`config.mk`:
```
export PLATFORM = sky130hd
export DESIGN_NAME = sisc_ifetch
export DESIGN_NICKNAME = d
export VERILOG_FILES = /design/src/rtl/sisc_pkg.sv /design/src/rtl/sisc_ifetch_pc.sv /design/src/rtl/sisc_ifetch.sv
export SDC_FILE = /design/constraint.sdc
export NUM_CORES = 1
export LEC_CHECK = 0
export CORE_ASPECT_RATIO = 1.5
export CORE_MARGIN = 8
export CORE_UTILIZATION = 40
export CTS_CLUSTER_DIAMETER = 50
export DETAILED_ROUTE_END_ITERATION = 16
export PLACE_DENSITY = 0.71
export SYNTH_ARGS = -nofsm -noshare
export SYNTH_HDL_FRONTEND = slang
export SYNTH_SLANG_ARGS = --single-unit
```
`constraint.sdc`:
```
create_clock -name clk -period 2.75 [get_ports clk]
set_clock_uncertainty 0.05 [all_clocks]
set_input_delay 0.6875 -clock clk [delete_from_list [all_inputs] [get_ports clk]]
set_output_delay 0.6875 -clock clk [all_outputs]
set_load 0.01 [all_outputs]
```
`src/rtl/sisc_pkg.sv`:
```
// Shared SISC constants: opcodes, IR field positions, fetch state encoding, PC width.
// Used by the instruction fetch unit and the control FSM alike.
package sisc_pkg;

  localparam int PC_W = 16;
  localparam int IR_W = 32;

  localparam logic [3:0] OP_NOOP = 4'd0;
  localparam logic [3:0] OP_HLT  = 4'd15;

  localparam int OPC_HI = 31;
  localparam int OPC_LO = 28;
  localparam int MM_HI  = 27;
  localparam int MM_LO  = 24;
  localparam int RD_HI  = 23;
  localparam int RD_LO  = 20;
  localparam int RS_HI  = 19;
  localparam int RS_LO  = 16;
  localparam int RT_HI  = 15;
  localparam int RT_LO  = 12;
  localparam int IMM_HI = 15;
  localparam int IMM_LO = 0;

  localparam logic [1:0] ST_IDLE = 2'd0;
  localparam logic [1:0] ST_WAIT = 2'd1;
  localparam logic [1:0] ST_HOLD = 2'd2;
  localparam logic [1:0] ST_HALT = 2'd3;

  function automatic logic is_halt(input logic [IR_W-1:0] word);
    return word[OPC_HI:OPC_LO] == OP_HLT;
  endfunction

endpackage

```
`src/rtl/sisc_ifetch_pc.sv`:
```
// Program counter with next-PC selection: sequential increment, immediate branch,
// or a branch target parked while a fetch is in flight and applied on its ack.
module sisc_ifetch_pc
  import sisc_pkg::*;
#(
  parameter logic [PC_W-1:0] RESET_PC = '0
) (
  input  logic            clk,
  input  logic            rst_f,
  input  logic            br_ok,
  input  logic            in_wait,
  input  logic            br_take,
  input  logic            br_rel,
  input  logic [PC_W-1:0] imm,
  input  logic            ack_fire,
  input  logic            abort,
  output logic [PC_W-1:0] pc
);

  logic [PC_W-1:0] pc_q, pc_d;
  logic [PC_W-1:0] pend_tgt_q, pend_tgt_d;
  logic            pend_vld_q, pend_vld_d;
  logic [PC_W-1:0] target;

  // Modulo-2^16 adder: relative targets wrap exactly like the increment.
  assign target = br_rel ? (pc_q + imm) : imm;

  // NOTE: every always_comb output gets a default first so no path infers a latch.
  always_comb begin
    pc_d       = pc_q;
    pend_vld_d = pend_vld_q;
    pend_tgt_d = pend_tgt_q;
    if (br_ok && br_take) begin
      pc_d = target;
    end else if (ack_fire) begin
      pc_d       = br_take ? target : (pend_vld_q ? pend_tgt_q : pc_q + 16'd1);
      pend_vld_d = 1'b0;
    end else if (abort) begin
      pend_vld_d = 1'b0;
    end else if (in_wait && br_take) begin
      pend_vld_d = 1'b1;
      pend_tgt_d = target;
    end
  end

  // NOTE: state uses non-blocking assignments; reset is synchronous, sampled on the clock edge.
  always_ff @(posedge clk) begin
    if (!rst_f) begin
      pc_q       <= RESET_PC;
      pend_vld_q <= 1'b0;
      pend_tgt_q <= '0;
    end else begin
      pc_q       <= pc_d;
      pend_vld_q <= pend_vld_d;
      pend_tgt_q <= pend_tgt_d;
    end
  end

  assign pc = pc_q;

endmodule

```
`src/rtl/sisc_ifetch.sv`:
```
// SISC instruction fetch: PC/IR, request/ack instruction-memory read, branch redirect, IR decode.
// Define SISC_IFETCH_TIMEOUT_EN to abort fetches that see no ack within TIMEOUT cycles.
module sisc_ifetch
  import sisc_pkg::*;
#(
  parameter logic [15:0] RESET_PC = 16'h0000,
  parameter int          TIMEOUT  = 15
) (
  input  logic        clk,
  input  logic        rst_f,
  input  logic        fetch_go,
  input  logic        br_take,
  input  logic        br_rel,
  output logic        imem_req,
  output logic [15:0] imem_addr,
  input  logic        imem_ack,
  input  logic [31:0] imem_rdata,
  output logic [31:0] ir,
  output logic [3:0]  opcode,
  output logic [3:0]  mm,
  output logic [3:0]  rd,
  output logic [3:0]  rs,
  output logic [3:0]  rt,
  output logic [15:0] imm,
  output logic [15:0] pc,
  output logic        ir_valid,
  output logic        fetch_busy,
  output logic        halted,
  output logic        fetch_fault
);

  logic [1:0]  state_q, state_d;
  logic        req_q, req_d;
  logic [31:0] ir_q, ir_d;
  logic        ir_valid_q, ir_valid_d;
  logic        ack_fire, abort, timeout_hit;
  logic        br_ok, in_wait;

  assign in_wait = (state_q == ST_WAIT);
  assign br_ok   = (state_q == ST_IDLE) || (state_q == ST_HOLD);

`ifdef SISC_IFETCH_TIMEOUT_EN
  localparam int CNT_W = $clog2(TIMEOUT + 1);
  logic [CNT_W-1:0] cnt_q, cnt_d;
  logic             fault_q, fault_d;

  assign timeout_hit = in_wait && (cnt_q == CNT_W'(TIMEOUT - 1));
  assign cnt_d       = in_wait ? cnt_q + 1'b1 : '0;
  assign fault_d     = fault_q | abort;

  always_ff @(posedge clk) begin
    if (!rst_f) begin
      cnt_q   <= '0;
      fault_q <= 1'b0;
    end else begin
      cnt_q   <= cnt_d;
      fault_q <= fault_d;
    end
  end

  assign fetch_fault = fault_q;
`else
  assign timeout_hit = 1'b0;
  assign fetch_fault = 1'b0;
`endif

  always_comb begin
    state_d    = state_q;
    req_d      = req_q;
    ir_d       = ir_q;
    ir_valid_d = ir_valid_q;
    ack_fire   = 1'b0;
    abort      = 1'b0;
    case (state_q)
      ST_IDLE, ST_HOLD: begin
        if (fetch_go) begin
          req_d      = 1'b1;
          ir_valid_d = 1'b0;
          state_d    = ST_WAIT;
        end
      end
      ST_WAIT: begin
        // An ack coinciding with the timeout takes priority over the abort.
        if (imem_ack) begin
          ack_fire   = 1'b1;
          ir_d       = imem_rdata;
          req_d      = 1'b0;
          ir_valid_d = 1'b1;
          state_d    = is_halt(imem_rdata) ? ST_HALT : ST_HOLD;
        end else if (timeout_hit) begin
          abort      = 1'b1;
          ir_d       = {OP_NOOP, 28'd0};
          req_d      = 1'b0;
          ir_valid_d = 1'b1;
          state_d    = ST_HOLD;
        end
      end
      default: ;
    endcase
  end

  always_ff @(posedge clk) begin
    if (!rst_f) begin
      state_q    <= ST_IDLE;
      req_q      <= 1'b0;
      ir_q       <= '0;
      ir_valid_q <= 1'b0;
    end else begin
      state_q    <= state_d;
      req_q      <= req_d;
      ir_q       <= ir_d;
      ir_valid_q <= ir_valid_d;
    end
  end

  sisc_ifetch_pc #(
    .RESET_PC (RESET_PC)
  ) u_pc (
    .clk      (clk),
    .rst_f    (rst_f),
    .br_ok    (br_ok),
    .in_wait  (in_wait),
    .br_take  (br_take),
    .br_rel   (br_rel),
    .imm      (ir_q[IMM_HI:IMM_LO]),
    .ack_fire (ack_fire),
    .abort    (abort),
    .pc       (pc)
  );

  assign imem_req   = req_q;
  assign imem_addr  = pc;
  assign ir         = ir_q;
  assign opcode     = ir_q[OPC_HI:OPC_LO];
  assign mm         = ir_q[MM_HI:MM_LO];
  assign rd         = ir_q[RD_HI:RD_LO];
  assign rs         = ir_q[RS_HI:RS_LO];
  assign rt         = ir_q[RT_HI:RT_LO];
  assign imm        = ir_q[IMM_HI:IMM_LO];
  assign ir_valid   = ir_valid_q;
  assign fetch_busy = in_wait;
  assign halted     = (state_q == ST_HALT);

endmodule

```
==> metrics.md <==
| Metric | Value |
|---|---|
| Cell variety after synth | 59 |
| Crit Path Class | register to register |
| Max Used Layer | met4 |
| Shortest period the worst path allows | 2.42 ns |
| CP peak stage delay | 0.42 ns |
| Final slew viol count | 0 |
| Largest net degree at the start of global routing | 37 |
| Final WS setup | 0.327 ns |
| Fmax | 0.413 GHz |
| DRT met1 WL | 5.32 mm |
| Final antenna-violating net count | 0 |
| # port buffers | 141 |
| Critical path peak fanout | 5 |
| Number of synthesized register bits | 68 |
| Clock Sinks | 68 |
| Relative slew slack | 0.437 |
| Most common cell after layout, fill and taps aside | clkdlybuf4s50_1 |
| Crit path required time | 2.94 ns |
| Part of the cycle the worst path needs | 0.881 |
| Crit path launch | ir[0] |
| Total gr overflow | 0 |
| CTS tree | built |
| Initial Util | 0.406 |
| Worst-Skew Late Latency | 0.33 ns |
| Core outline area | 10900 µm² |
| Max clock buf depth | 2 |
| Post-Syn Instances | 564 |
| Share of flip-flops with an asynchronous set or reset | 0 |
| First-pass GRT wire length | 21.2 mm |
| Arrival time at the worst endpoint | 2.62 ns |
| # IOs | 143 |
| TritonCTS buffer count | 9 |
| Fillers | 968 |
| Final TNS setup | 0 ns |
| Hold Startpoint | ir[17] |
| Max H-tree Level | 3 |
| Commonest cells after routing, fill and taps aside | 141 x clkdlybuf4s50_1, 88 x nand2_1, 68 x dfxtp_1 |
| Pwr per Cell Area | 513 nW/µm² |
| Sequential area share after synthesis | 0.308 |
| Nets | 703 |
| Layout cells sized above 1 | 0.0796 |
| Met3 wire len | 768 µm |
| Pre-CTS setup slack | 0.336 ns |
| Die span in y | 145 µm |
| Status | finished clean |
| Post-Syn Area | 4420 µm² |
| Die X | 102 µm |
| Worst Tran Pin Value | 0.843 ns |
| DRC | 0 |
| Tot Pwr | 3.05 mW |
| Met2 wire len | 6.86 mm |
| Post-route cell area | 5940 µm² |
| Area Overhead vs Synth | 34.5% |
| Max VDD drop | 298 µV |
| WL/cell | 16.6 µm |
| Critical-path cell list | ha_1 -> fa_1 -> a21o_1 -> a221o_1 -> a31oi_1 -> nor3_1 -> or4_1 -> o221ai_1 |
| Max-Cap Viols | 0 |
| Worst Setup Start Kind | register |
| Slowest-stage cell, CP | fa_1 |
| Post-CTS sizing | 0 |
| Site Rows | 47 |
| Syn_nets | 619 |
| Leakage power | 2.20 nW |
| Cts hold-fix bufs | 0 |
| Root Buffer | clkbuf_16 |
| # Post-CTS Setup Buffers | 0 |
| Hold WC Path Type | register to register |
| DRT Pass-1 Iters | 5 |
| Hpwl dp | 10.2 mm |
| Initial antenna violation count | 0 |
| Initial DRC count | 184 |
| Die area | 14700 µm² |
| Avg Inst Size Synth | 7.83 µm² |
| Final hold vios | 0 |
| Drt via density | 5.33 |
| Ant. Diodes | 0 |
| Ys flop type | dfxtp_1 |
| EDFF count, synth | 0 |
| Final number of setup-violating endpoints | 0 |
| Via Count | 4266 |
| Clock slew at reported path FFs | 0.06 ns |
| GR Util All Layers | 0.181 |
| FF-to-FF Start | ir[0] |
| Synth Warn # | 0 |
| Unrepaired setup endpoints after global routing | no |
| Hold WS | 0.423 ns |
| CP endpoint kind | register |
| Total routed wirelength | 13.3 mm |
| Vias in the first global route | 4307 |
| Dpl cell area | 5610 µm² |
| Routability Congestion | 0.831 |
sequential cells by signal (all words and copies together) (netlist names):
| signal | count |
|---|---|
| imem_req | 1 |
| state_q | 2 |
| u_pc.pend_tgt_q | 16 |
| ir | 32 |
| u_pc.pc | 16 |
| u_pc.pend_vld_q | 1 |
cell families after synthesis:
kind of cell,after synthesis,synth area share
and+or+nand+nor,182,0.189
xor gates and xnor gates,23,0.0456
DFF,68,0.308
buffers and inverters,97,0.140
muxes,17,0.0394
adders and majority gates,17,0.0499
AOI/OAI and AO/OA,159,0.227
other,1,0.000849
final cells by class:
type	count	area, µm²	area share
sequential	68	1360	0.229
inverter	10	37.5	0.00632
tap	147	184	0.0310
timing repair buffer	160	1590	0.268
clock buffer	10	239	0.0402
multi-input combinational	399	2440	0.411
clock inverter	6	87.6	0.0147
report_power, final:
part / internal, mW / leakage (nW) / switching (mW)
logic: 0.348 / 1.49 / 0.331
clock network: 0.818 / 0.162 / 0.430
registers: 1.04 / 0.555 / 0.0784
total: 2.21 / 2.20 / 0.839
cells in the mapped netlist, types with 3 or more instances:
library cell	count	area share
a211oi_1	9	0.015
a221oi_1	3	0.0060
a31o_1	3	0.0060
o21ai_1	4	0.0045
nor2_1	33	0.028
clkbuf_1	20	0.017
inv_1	10	0.0085
nand3b_1	3	0.0051
nor3_1	8	0.0091
a21o_1	7	0.012
o21ai_0	23	0.026
ha_1	16	0.045
a31oi_1	14	0.020
dfxtp_1	68	0.31
nand4_1	6	0.0085
mux2_2	3	0.0077
buf_2	4	0.0045
mux2i_1	14	0.032
a21oi_1	64	0.073
and3_1	5	0.0071
nor2b_1	7	0.0099
xor2_1	7	0.014
buf_4	55	0.094
nand3_1	16	0.018
nand2b_1	4	0.0057
nand2_1	88	0.075
buf_6	5	0.013
xnor2_1	16	0.032
o31ai_1	4	0.0068
o211ai_1	7	0.012
critical path: cells and delay by family (launching register included):
kind	cells	cell delay, ns
adders and majority gates	2	0.66
DFF	1	0.34
AOI/OAI and AO/OA	4	0.81
and+or+nand+nor	2	0.48
metrics by stage:
step | cells | util
detailed placement | 784 | 0.516
finish | 800 | 0.546
global route | 800 | 0.546
global placement | 784 | 0.516
CTS | 800 | 0.546
floorplan | 564 | -
layer usage:
layer	track usage	vias up
met4	0.0843	0
met3	0.0393	27
met2	0.315	137
met1	0.203	1989
li1	-	2113
met5	0	-
path summary, 6_finish.rpt:
| check | slack [ns] | endpoint | depth (start not counted) |
|---|---|---|---|
| worst max-delay path | 0.33 | u_pc.pc[8] | 8 |
| worst max register to register | 0.33 | u_pc.pc[8] | 8 |
| worst min register to register | 0.42 | ir[17] | 2 |
| worst min-delay path | 0.42 | ir[17] | 2 |
Note: power is estimated with default switching activity, not from simulation.
==> RTL change 1 (same flow settings) <==
Add a define of `SISC_IFETCH_TIMEOUT_EN`.
--- a/src/rtl/sisc_ifetch.sv
+++ b/src/rtl/sisc_ifetch.sv
@@ -1,5 +1,7 @@
 // SISC instruction fetch: PC/IR, request/ack instruction-memory read, branch redirect, IR decode.
 // Define SISC_IFETCH_TIMEOUT_EN to abort fetches that see no ack within TIMEOUT cycles.
+`define SISC_IFETCH_TIMEOUT_EN
+
 module sisc_ifetch
   import sisc_pkg::*;
 #(
Check against the original RTL: no difference found for any inputs over 4 cycles, from zero or initial values and one cycle with rst_f low; that may be too few to reach the edited logic, so the function may still have changed.
==> RTL change 1 against the original RTL <==
Final area increased by 3.4%. Global-route usage decreased by 0.12 points. Area after synthesis decreased by 1.0%. Critical endpoint is now u_pc.pc[15]$_SDFFE_PN0P_. Non-clock buffer count increased by 17. Worst setup slack got worse by 140 ps. Final cell count decreased by 4.5%. Critical path type unchanged. First-iteration DRC count decreased by 1.6%. Sequential cell count increased by 5. Count of clock-buffer cells in the layout unchanged. Combinational power increased by 9.4%. Total power increased by 11%. Routed wire length decreased by 3.3%.
==> RTL change 1: results (changes against the original RTL) <==
| Metric | Value |
|---|---|
| Yosys cell types | `54 (-8.5%)` |
| Hpwl dp | `9.877 mm (-3.0%)` |
| Place WS | `92.40 ps (-243.2 ps)` |
| R2r endpoint | `u_pc.pc[15]$_SDFFE_PN0P_` |
| Placed Cells incl. Taps | `748 (-4.6%)` |
| VDD IR max | `0.3311 mV (+11%)` |
| Top cells by area, synth | `dfxtp_1, buf_4, a22o_1, ha_1, a21oi_1` |
| Fill cells | `1010 (+4.3%)` |
| Port Buffers | `142 (+0.71%)` |
| Min-delay src | `u_pc.pend_tgt_q[3]$_SDFFE_PN0P_` |
| DRT iter0 DRCs | `181 (-1.6%)` |
| Critical Path AT | `2710 ps (+90 ps)` |
| R2R Setup Slk | `190 ps (-140 ps)` |
| GRT Resource Usage Total | `17.96% (-0.12 points)` |
| Post-synthesis mux area share | `4.266% (+0.33 points)` |
| Synth Area in Compound Gates | `25.45% (+2.7 points)` |
| Vias in the first global route | `4267 (-0.93%)` |
| RePlAce Congestion | `0.8823 (+6.1%)` |
| FMAX | `390.7 MHz (-5.3%)` |
| Mapped Nets | `564 (-8.9%)` |
| Worst R2R Start | `u_pc.pc[10]$_SDFFE_PN0P_` |
| Outcome | `finished, final reports clean` |
| XOR/XNOR Fraction of Synth Area | `5.210% (+0.65 points)` |
| Critical Path Fanout Max | `9 (+4)` |
| Final #Nets | `669 (-4.8%)` |
| Final WL | `12.86 mm (-3.3%)` |
| Synth Area in Adders | `5.611% (+0.62 points)` |
| Dpl cell area | `5768 sq um (+2.8%)` |
| Via count | `4078 (-4.4%)` |
| Largest net degree at the start of global routing | `35 (-5.4%)` |
| Hold slack | `408.0 ps (-15.47 ps)` |
RTL change 1: changes by cell type in the layout (fill, tap and decap cells not counted), sizes merged, moves of 6 or more:
cell | unedited run | this run
nand2 | 88 | 30
a31oi | 14 | 5
o21a | 2 | 8
a21oi | 67 | 36
a22o | 0 | 31
buf | 19 | 35
RTL change 1: metal layers:
metal  track usage, %  wire length (um)
met1            20.69              5295
met5                0                 0
met3            5.060               931
met4            7.250               210
met2            30.35              6422
RTL change 1: worst max-delay path by stage:
stage,to
2_1_floorplan,u_pc.pc[10]$_SDFFE_PN0P_
3_3_place_gp,u_pc.pc[10]$_SDFFE_PN0P_
3_5_place_dp,u_pc.pend_tgt_q[12]$_SDFFE_PN0P_
4_1_cts,u_pc.pend_tgt_q[12]$_SDFFE_PN0P_
5_1_grt,u_pc.pc[15]$_SDFFE_PN0P_
6_report,u_pc.pc[15]$_SDFFE_PN0P_
RTL change 1: power by group:
part           leakage, nW  internal, W  switching [W]
sequential           0.596      0.00112      0.0000650
combinational         1.61     0.000388       0.000355
clock                0.178     0.000985       0.000469
total                 2.38      0.00249       0.000889
RTL change 1: cell type report:
type | count | area (sq um) | share of cell area, %
timing repair buffer | 177 | 1722 | 28.04
multi-input combinational | 341 | 2370 | 38.59
inverter | 10 | 37.54 | 0.6112
clock inverter | 6 | 137.6 | 2.241
tap | 147 | 183.9 | 2.995
clock buffer | 10 | 229.0 | 3.729
sequential | 73 | 1461 | 23.80
RTL change 1: worst max-delay path: stages (launching register included):
cell and delay (ps):
dfxtp_1 390, ha_1 480, and4_1 230, a311oi_1 50
o21a_1 190, a311oi_1 420, mux2i_1 280, xnor2_1 210
a311oi_2 140
==> RTL change 2 (config.mk and constraints unchanged) <==
Without the edit above. `ir_q` no longer has a reset.
--- a/src/rtl/sisc_ifetch.sv
+++ b/src/rtl/sisc_ifetch.sv
@@ -103,14 +103,16 @@
     if (!rst_f) begin
       state_q    <= ST_IDLE;
       req_q      <= 1'b0;
-      ir_q       <= '0;
       ir_valid_q <= 1'b0;
     end else begin
       state_q    <= state_d;
       req_q      <= req_d;
-      ir_q       <= ir_d;
       ir_valid_q <= ir_valid_d;
     end
+  end
+
+  always_ff @(posedge clk) begin
+    ir_q <= ir_d;
   end
 
   sisc_ifetch_pc #(
Function: differs if rst_f is asserted again (counterexample within 4 cycles, from zero or initial values and one cycle with rst_f low); with rst_f held inactive, the same outputs for 4 cycles.
==> RTL change 2 against the original RTL <==
Routed wire length about the same. Synthesized cell count decreased by 19%. Area after synthesis shrank 4.2%. Total power is 8.4% higher. Final area rose by 0.21%. Worst setup slack worse by 200 ps. Sequential cell count is the same. Maximum frequency shrank 7.5%.
==> RTL change 2: results (changes against the original RTL) <==
| Metric | Value |
|---|---|
| Outcome | `finished, final reports clean` |
| Yosys cell types | `57 (-3.4%)` |
| Port Buffers | `141 (unchanged)` |
| Post-synthesis sequential area ratio | `39.75% (+8.9 points)` |
| WL/cell | `18.58 um (+12%)` |
| VDD IR max | `0.4436 mV (+49%)` |
| Critical Path Fanout Max | `4 (-1)` |
| Critical Path AT | `2830 ps (+210 ps)` |
| Syn avg cell area | `9.236 sq um (+18%)` |
| Top cells by area, synth | `edfxtp_1, dfxtp_1, buf_4, ha_1, a21oi_1` |
| Final #Nets | `622 (-12%)` |
| RePlAce Congestion | `0.9550 (+15%)` |
| DRT iter0 DRCs | `248 (+35%)` |
| Drt first pass iters | `5 (unchanged)` |
| EDFF count, synth | `32 (+32)` |
| Mapped Nets | `513 (-17%)` |
| Ys Warns | `0 (unchanged)` |
| Fill cells | `907 (-6.3%)` |
| Global-route wire length before repair | `20.82 mm (-1.7%)` |
| GRT Resource Usage Total | `18.77% (+0.68 points)` |
| Hpwl dp | `10.12 mm (-0.59%)` |
| Hold crit path type | `reg -> reg` |
| Placed Cells incl. Taps | `699 (-11%)` |
| Vias per inst | `5.383 (+0.94%)` |
| Post-synth top cells | `buf_4, nor2_1, dfxtp_1` |
| Leakage | `2.230 nW (+1.2%)` |
| # diodes | `0 (unchanged)` |
| Share of cells above drive strength 1 | `10.31% (+2.4 points)` |
| Inserted Clock Buffers | `9 (unchanged)` |
| Relative slew slack | `52.92% (+9.2 points)` |
| Vias in the first global route | `3976 (-7.7%)` |
| Final WL | `13.30 mm (about the same)` |
| Place WS | `132.9 ps (-202.6 ps)` |
| Largest net degree at the start of global routing | `35 (-5.4%)` |
[RTL change 2: cell count changes after synthesis, moves of 7 or more]
cell / change
o21ai_0: +7
nand2_1: -67
a31oi_1: -10
dfxtp_1: -32
a21oi_1: -31
edfxtp_1: +32
[RTL change 2: worst paths after layout]
| check | from | end | slack [ps] | depth (start not counted) |
|---|---|---|---|---|
| worst max-delay path | ir[0]$_DFFE_PP_ | u_pc.pend_tgt_q[12]$_SDFFE_PN0P_ | 130 | 9 |
| worst min-delay path | u_pc.pend_tgt_q[14]$_SDFFE_PN0P_ | u_pc.pend_tgt_q[14]$_SDFFE_PN0P_ | 430 | 2 |
| worst max register to register | ir[0]$_DFFE_PP_ | u_pc.pend_tgt_q[12]$_SDFFE_PN0P_ | 130 | 9 |
| worst min register to register | u_pc.pend_tgt_q[14]$_SDFFE_PN0P_ | u_pc.pend_tgt_q[14]$_SDFFE_PN0P_ | 430 | 2 |
[RTL change 2: per-layer routing]
metal / routed length [um] / track usage (%)
met1: 4741 / 18.87
met2: 7362 / 34.61
met3: 619 / 3.379
met4: 578 / 11.61
met5: 0 / 0
[RTL change 2: cells by family after synthesis]
logic type | share of synthesized area (%)
AOI/OAI and AO/OA | 18.69
xor gates and xnor gates | 4.762
adders and majority gates | 5.206
buffers and inverters | 12.48
DFF | 39.75
muxes | 4.377
other | 0.08865
and+or+nand+nor | 14.64
[RTL change 2: area by class of cell]
| class | instances | area [sq um] | share of cell area (%) |
|---|---|---|---|
| Clock buffer | 10 | 229.0 | 3.847 |
| Timing Repair Buffer | 172 | 1682 | 28.25 |
| Sequential cell | 68 | 1682 | 28.25 |
| Inverter | 13 | 48.80 | 0.8198 |
| Tap cell | 144 | 180.2 | 3.027 |
| Multi-Input combinational cell | 303 | 2036 | 34.20 |
| Clock inverter | 6 | 95.09 | 1.598 |
[RTL change 2: stage by stage]
step           util [%]  area [sq um]  hold WS (ps)
3_5_place_dp      53.87          5612         407.2
5_1_grt           57.13          5952         444.9
4_1_cts           56.98          5936         418.7
6_report          57.13          5952         426.8
2_1_floorplan         -          4230         390.2
3_3_place_gp      53.87          5612         419.0
[RTL change 2: power breakdown]
| part | total [W] | switching, W | internal [W] |
|---|---|---|---|
| clock | 0.00127 | 0.000467 | 0.000804 |
| combinational | 0.000852 | 0.000426 | 0.000426 |
| sequential | 0.00118 | 0.0000550 | 0.00112 |
| total | 0.00330 | 0.000948 | 0.00235 |
[RTL change 2: worst max-delay path, stage by stage (launching register included)]
cell and delay (ps):
edfxtp_1 390, ha_1 230, fa_2 370, a21o_1 230, a221oi_4 350, buf_4 170
nor2_2 40, o21a_1 190, or3b_1 360, a31oi_1 150
[RTL change 2: timing repair]
action | in CTS | in global routing
gates resized for setup | 0 | 2
endpoints found under the setup margin | 0 | 1
setup buffers | 0 | 1
